## config.mk

```make
export PLATFORM = sky130hd
export DESIGN_NAME = ether_pixel_writer
export DESIGN_NICKNAME = d
export VERILOG_FILES = /design/src/rtl/ether_pkg.sv /design/src/rtl/ether_pixel_writer_dibit_packer.sv /design/src/rtl/ether_pixel_writer.sv
export SDC_FILE = /design/constraint.sdc
export NUM_CORES = 1
export LEC_CHECK = 0
export BUFFER_PORTS_ARGS = -buffer_cell sky130_fd_sc_hd__buf_4
export CORE_MARGIN = 3
export CORE_UTILIZATION = 30
export CTS_BUF_LIST = sky130_fd_sc_hd__clkbuf_8
export CTS_CLUSTER_DIAMETER = 100
export DETAILED_ROUTE_END_ITERATION = 16
export PLACE_DENSITY = 0.57
export SYNTH_ARGS = -nofsm -noshare
export SYNTH_HDL_FRONTEND = slang
export SYNTH_SLANG_ARGS = --single-unit
```

## constraint.sdc

```tcl
create_clock -name clk -period 3.2 [get_ports clk]
set_clock_uncertainty 0.1 [all_clocks]
set_input_delay 0 -clock clk [delete_from_list [all_inputs] [get_ports clk]]
set_output_delay 0 -clock clk [all_outputs]
set_load 0.1 [all_outputs]
```

## src/rtl/ether_pkg.sv

```systemverilog
// Shared types and helpers for the Ethernet pixel path.
package ether_pkg;

    typedef enum logic [1:0] {IDLE, HDR, PIX, SKIP} pw_state_t;

    localparam int unsigned HDR_DIBITS = 8;
    localparam int unsigned HDR_W      = 2 * HDR_DIBITS;

    // Add 0..3 to a 16-bit counter, clamping at all-ones
    function automatic logic [15:0] sat_inc16(input logic [15:0] v, input logic [1:0] inc);
        logic [16:0] sum;
        sum = 17'(v) + 17'(inc);
        return sum[16] ? 16'hFFFF : sum[15:0];
    endfunction

endpackage

```

## src/rtl/ether_pixel_writer_dibit_packer.sv

```systemverilog
// Shifts 2-bit symbols MSB-first into a W-bit word; flags the dibit that completes it.
module dibit_packer #(
    parameter int unsigned W = 8
) (
    input  logic         clk,
    input  logic         rstn,
    input  logic         shift_en,
    input  logic         flush,
    input  logic [1:0]   din,
    output logic [W-1:0] word_c,
    output logic         word_valid_c,
    output logic         pending_c
);

    localparam int unsigned N     = W / 2;
    localparam int unsigned CNT_W = $clog2(N + 1);

    logic [W-1:0]     sreg;
    logic [CNT_W-1:0] cnt;

    // Word as it would look with this cycle's dibit shifted in
    assign word_c       = W'({sreg, din});
    assign word_valid_c = shift_en && (cnt == CNT_W'(N - 1));
    assign pending_c    = (cnt != '0);

    always_ff @(posedge clk) begin
        if (!rstn) begin
            sreg <= '0;
            cnt  <= '0;
        end else if (flush) begin
            cnt  <= '0;
        end else if (shift_en) begin
            sreg <= word_c;
            cnt  <= word_valid_c ? '0 : cnt + CNT_W'(1);
        end
    end

endmodule

```

## src/rtl/ether_pixel_writer.sv

```systemverilog
// Turns the filtered RMII dibit stream into frame-buffer write beats with wrapping addresses
// and keeps good/bad packet counters.
module ether_pixel_writer
    import ether_pkg::*;
#(
    parameter  int unsigned PIXEL_W   = 8,
    parameter  int unsigned FRAME_W   = 320,
    parameter  int unsigned FRAME_H   = 240,
    parameter  int unsigned ADDR_MODE = 0,
    localparam int unsigned ADDR_W    = $clog2(FRAME_W * FRAME_H)
) (
    input  logic               clk,
    input  logic               rstn,
    input  logic               axiiv,
    input  logic [1:0]         axiid,
    input  logic               done_in,
    input  logic               kill_in,
    output logic               pixel_valid,
    output logic [ADDR_W-1:0]  pixel_addr,
    output logic [PIXEL_W-1:0] pixel_data,
    output logic               frame_done,
    output logic [15:0]        pkt_count,
    output logic [15:0]        err_count
);

    localparam int unsigned LAST_ADDR = FRAME_W * FRAME_H - 1;

    pw_state_t          state;
    logic               axiiv_q;
    logic [ADDR_W-1:0]  ptr;

    logic               sop_c;
    logic               pix_shift_c;
    logic               hdr_shift_c;
    logic [PIXEL_W-1:0] pix_word_c;
    logic               pix_valid_c;
    logic               pix_pending_c;
    logic [HDR_W-1:0]   hdr_word_c;
    logic               hdr_valid_c;
    logic               hdr_pending_c;
    logic               row_ok_c;
    logic               fsm_err_c;
    logic [1:0]         err_inc_c;
    logic               ptr_last_c;

    assign sop_c       = axiiv && !axiiv_q;
    assign pix_shift_c = axiiv && ((state == IDLE && sop_c && ADDR_MODE == 0) || state == PIX);
    assign hdr_shift_c = axiiv && ((state == IDLE && sop_c && ADDR_MODE != 0) || state == HDR);
    assign row_ok_c    = 32'(hdr_word_c) < FRAME_H;
    assign ptr_last_c  = (ptr == ADDR_W'(LAST_ADDR));

    // Truncated header, runt pixel at end of packet, or out-of-frame row
    assign fsm_err_c = (state == HDR && !axiiv)
                     || (state == PIX && !axiiv && pix_pending_c)
                     || (hdr_valid_c && !row_ok_c);
    assign err_inc_c = 2'(kill_in) + 2'(fsm_err_c);

    dibit_packer #(.W(PIXEL_W)) u_pix_packer (
        .clk          (clk),
        .rstn         (rstn),
        .shift_en     (pix_shift_c),
        .flush        (!axiiv),
        .din          (axiid),
        .word_c       (pix_word_c),
        .word_valid_c (pix_valid_c),
        .pending_c    (pix_pending_c)
    );

    dibit_packer #(.W(HDR_W)) u_hdr_packer (
        .clk          (clk),
        .rstn         (rstn),
        .shift_en     (hdr_shift_c),
        .flush        (!axiiv),
        .din          (axiid),
        .word_c       (hdr_word_c),
        .word_valid_c (hdr_valid_c),
        .pending_c    (hdr_pending_c)
    );

    always_ff @(posedge clk) begin
        if (!rstn) begin
            state       <= IDLE;
            axiiv_q     <= 1'b1;
            ptr         <= '0;
            pixel_valid <= 1'b0;
            pixel_addr  <= '0;
            pixel_data  <= '0;
            frame_done  <= 1'b0;
            pkt_count   <= '0;
            err_count   <= '0;
        end else begin
            axiiv_q     <= axiiv;
            pixel_valid <= pix_valid_c;
            frame_done  <= pix_valid_c && ptr_last_c;

            if (pix_valid_c) begin
                pixel_addr <= ptr;
                pixel_data <= pix_word_c;
                ptr        <= ptr_last_c ? '0 : ptr + ADDR_W'(1);
            end else if (hdr_valid_c && row_ok_c) begin
                ptr <= ADDR_W'(ADDR_W'(hdr_word_c) * ADDR_W'(FRAME_W));
            end

            case (state)
                IDLE: if (sop_c) state <= (ADDR_MODE != 0) ? HDR : PIX;
                HDR: begin
                    if (!axiiv)           state <= IDLE;
                    else if (hdr_valid_c) state <= row_ok_c ? PIX : SKIP;
                end
                PIX:     if (!axiiv) state <= IDLE;
                SKIP:    if (!axiiv) state <= IDLE;
                default: state <= IDLE;
            endcase

            err_count <= sat_inc16(err_count, err_inc_c);
            if (done_in && !kill_in) pkt_count <= sat_inc16(pkt_count, 2'd1);
        end
    end

    // Header progress is tracked by the FSM; the pending flag is only needed for pixels
    logic unused_c;
    assign unused_c = hdr_pending_c;

endmodule

```

==> results.json <==
{
  "crit_buf_inv": 0,
  "dp.cells": 867,
  "ys_async_sr_fraction_pct": 0,
  "die_area_um2": 18400,
  "clock_latency_ns": 0.39,
  "area.growth.synth_to_final_pct": 19.8,
  "grt_pass1_wl_mm": 20.4,
  "drt-total-wl_mm": 12.6,
  "cts_root_buf": "clkbuf_8",
  "setup_violations": 0,
  "antenna_found_initial": 0,
  "slew_violations": 0,
  "cp.required_ns": 3.34,
  "max_freq_mhz": 347,
  "diodes": 0,
  "clock_sink_count": 106,
  "final-instance-count-excl-fill": 889,
  "status": "completed",
  "place_congestion": 0.844,
  "clk_pin_slew_worst_paths_ns": 0.10,
  "syn_inst": 607,
  "dieHeight_um": 136,
  "hold_path.class": "in -> reg",
  "timing.final.crit_period_ns": 2.88,
  "port_buffers": 65,
  "synth.yosys.seq_area_share_pct": 42.1,
  "p_int_mw": 1.81,
  "crit_path_end_kind": "flip-flop",
  "slowest_stage": "fa_1",
  "via_per_inst": 5.07,
  "yosys_warnings": 0,
  "grt_max_degree": 55,
  "rows": 46,
  "slew_headroom_pct": 37.7,
  "holdPathEnd": "pkt_count[1]$_SDFFE_PN0P_",
  "rsz0062_at_grt": "false",
  "p_sw_uw": 584,
  "tritoncts": "done",
  "syn_area_per_cell_um2": 8.31,
  "leakagePower_nw": 2.30,
  "swShare_pct": 24.4,
  "grt.overflow.total": 0,
  "power.density_nw_per_um2": 396,
  "cp_data_arrival_time_ns": 3.02,
  "vdd_drop_max_uv": 308,
  "p_clk_share_pct": 39.7,
  "route.vias.total": 4510,
  "post-route-drc-count": 0,
  "dp_hpwl_mm": 9.06,
  "timing.rr.end": "err_count[13]$_SDFF_PN0_",
  "r2r_start": "u_hdr_packer.sreg[6]$_SDFFE_PN0P_",
  "numCtsBuffers": 9,
  "num_io_pins": 66,
  "final.setup.tns_ns": 0,
  "worstHoldStart": "done_in",
  "crit_family": "simple AND/OR/NAND/NOR gates",
  "max_cap_violations": 0,
  "post_cts_buffers": 0,
  "reg2reg_slack_ns": 0.32,
  "hold_violations": 0,
  "synth_nets": 638,
  "p_total_mw": 2.40,
  "grt_pass1_vias": 4153,
  "worst-path-stages": 10,
  "yosys.cell_types.count": 63,
  "die_w_um": 136,
  "floorplan.initialDensity_pct": 31.2,
  "drtIter0Drc": 322,
  "final_nets": 699,
  "syn_area_um2": 5050,
  "worst_slew_pin_slew_ns": 0.934,
  "core_area_um2": 16200,
  "ant_nets": 0,
  "drt_pass1_iterations": 5,
  "htreeDepth": 3,
  "power_frac_comb_pct": 4.6,
  "synth_edf_count": 0,
  "path_cells": "nor4_1 -> and3_1 -> o21ai_0 -> a22o_1 -> fa_1 -> ha_1 -> nand4_1 -> or3_1 -> or2_4 -> a21oi_1",
  "drive_above_1_share_pct": 15.5,
  "wl_per_cell_um": 14.2,
  "pwr-share-seq_pct": 55.7,
  "period_share_pct": 90.0,
  "synthFlopType": "dfxtp_1",
  "grt_usage_pct": 13.7,
  "clockBufferDepth": 2,
  "cpPeakStageDelay_ns": 0.42,
  "min_path_cells": 3,
  "synth_seq_cells": 106,
  "critPathMaxFanout": 11,
  "reg2reg_depth": 10,
  "critPathLaunchType": "flip-flop",
  "critPathKind": "reg -> reg"
}
==> cell type report <==
cell class,instances,area (um2)
inverter,12,45.0
sequential,106,2120
fill,1671,10100
clock buffer,9,124
tap,216,270
multi-input combinational,459,2750
timing repair buffer,80,628
clock inverter,7,105
==> power by group through the flow <==
stage               Clock [mW]  Combinational, mW  Sequential [mW]
finish                   0.952              0.110             1.33
detailed placement           0              0.106             1.37
global placement             0              0.105             1.36
CTS                      0.979              0.112             1.33
floorplan                    0             0.0434             1.40
global route              1.03              0.119             1.34
==> per-layer routing <==
| layer | up-vias | part of all wire (%) | global-route usage (%) |
|---|---|---|---|
| li1 | 2267 | - | - |
| met1 | 2126 | 46 | 17.4 |
| met2 | 109 | 49 | 22.3 |
| met3 | 8 | 4.7 | 3.34 |
| met4 | 0 | 1.0 | 5.66 |
| met5 | - | 0 | 0 |
==> cells in the final DEF, fill, tap and decap left out, types with 14 or more instances in the layout <==
cell	count
a21oi_1	79
buf_4	73
dfxtp_1	106
ha_1	22
nand2_1	108
nand3_1	25
nor2_1	44
nor3_1	16
o21ai_0	16
xor2_1	14
==> tightest hold or removal path, cell delays in order <==
cell	delay (ns)
buf_4	0.12
nor2b_1	0.18
a31oi_1	0.18
==> registers in the layout, indices dropped and copies added (netlist names) <==
| register | cells |
|---|---|
| pixel_valid | 1 |
| u_hdr_packer.cnt | 4 |
| pixel_data | 8 |
| axiiv_q | 1 |
| u_pix_packer.cnt | 3 |
| u_pix_packer.sreg | 6 |
| pixel_addr | 17 |
| ptr | 17 |
| frame_done | 1 |
| u_hdr_packer.sreg | 14 |
| pkt_count | 16 |
| state | 2 |
| err_count | 16 |
==> what timing repair did <==
item                                    in CTS  in global routing
gates resized for setup                      0                  1
hold endpoints to repair                    28                  0
endpoints found under the setup margin       0                  8
hold buffers                                 6                  0
==> synthesized netlist by cell type (2+ instances only) <==
library cell	count	area, um2
a41o_1	2	20.0
mux2i_1	11	110
fa_1	2	40.0
nand2_1	108	405
a21oi_1	79	395
or3_1	3	18.8
o31ai_1	2	15.0
nand3b_1	6	45.0
buf_1	3	11.3
a211oi_1	6	45.0
o211a_1	3	30.0
a31oi_1	8	50.1
xor2_1	14	123
o211ai_1	2	15.0
nor3_1	16	80.1
or2_2	2	12.5
o2111ai_1	2	17.5
ha_1	22	275
o21a_1	6	45.0
a22oi_1	2	15.0
buf_6	2	22.5
dfxtp_1	106	2120
nand2b_1	4	25.0
o21ai_0	16	80.1
xnor2_1	13	114
a311oi_1	2	17.5
and3_1	7	43.8
o22ai_1	2	12.5
nor2b_1	4	25.0
clkbuf_1	23	86.3
and3b_1	2	17.5
inv_1	12	45.0
buf_2	2	10.0
nor4_1	6	37.5
nand3_1	25	125
nand4_1	12	75.1
nor2_1	44	165
==> per-stage QoR <==
stage / utilization (%) / setup slack, ns / area, um2 / hold slack [ns]
global placement: 35.6 / 0.314 / 5750 / 0.165
global route: 37.4 / 0.0828 / 6050 / 0.0439
CTS: 37.4 / 0.196 / 6040 / 0.00816
detailed placement: 35.6 / 0.240 / 5750 / 0.167
finish: 37.4 / 0.319 / 6050 / 0.0331
floorplan: - / 0.215 / 5050 / 0.0360
==> logic make-up (layout without fill, tap and decap cells) <==
kind of cell,count (synthesis),in the layout,share of synthesized area [%]
and+or+nand+nor,252,252,24.0
AOI/OAI and AO/OA,144,144,17.1
DFF,106,106,42.1
buffers and inverters,42,108,3.47
xor gates and xnor gates,27,27,4.69
adders and majority gates,24,24,6.25
muxes,12,12,2.41
==> worst max-delay path by stage <==
stage                                      startpoint                        to  slack, ns
floorplan                     err_count[0]$_SDFF_PN0_  err_count[10]$_SDFF_PN0_       0.22
global placement    u_hdr_packer.sreg[5]$_SDFFE_PN0P_   err_count[6]$_SDFF_PN0_       0.31
detailed placement  u_hdr_packer.sreg[4]$_SDFFE_PN0P_  err_count[13]$_SDFF_PN0_       0.24
CTS                 u_hdr_packer.sreg[3]$_SDFFE_PN0P_  err_count[13]$_SDFF_PN0_       0.20
global route        u_hdr_packer.sreg[3]$_SDFFE_PN0P_  err_count[14]$_SDFF_PN0_       0.08
finish              u_hdr_packer.sreg[6]$_SDFFE_PN0P_  err_count[13]$_SDFF_PN0_       0.32
Power figures use the tool's default switching activity.
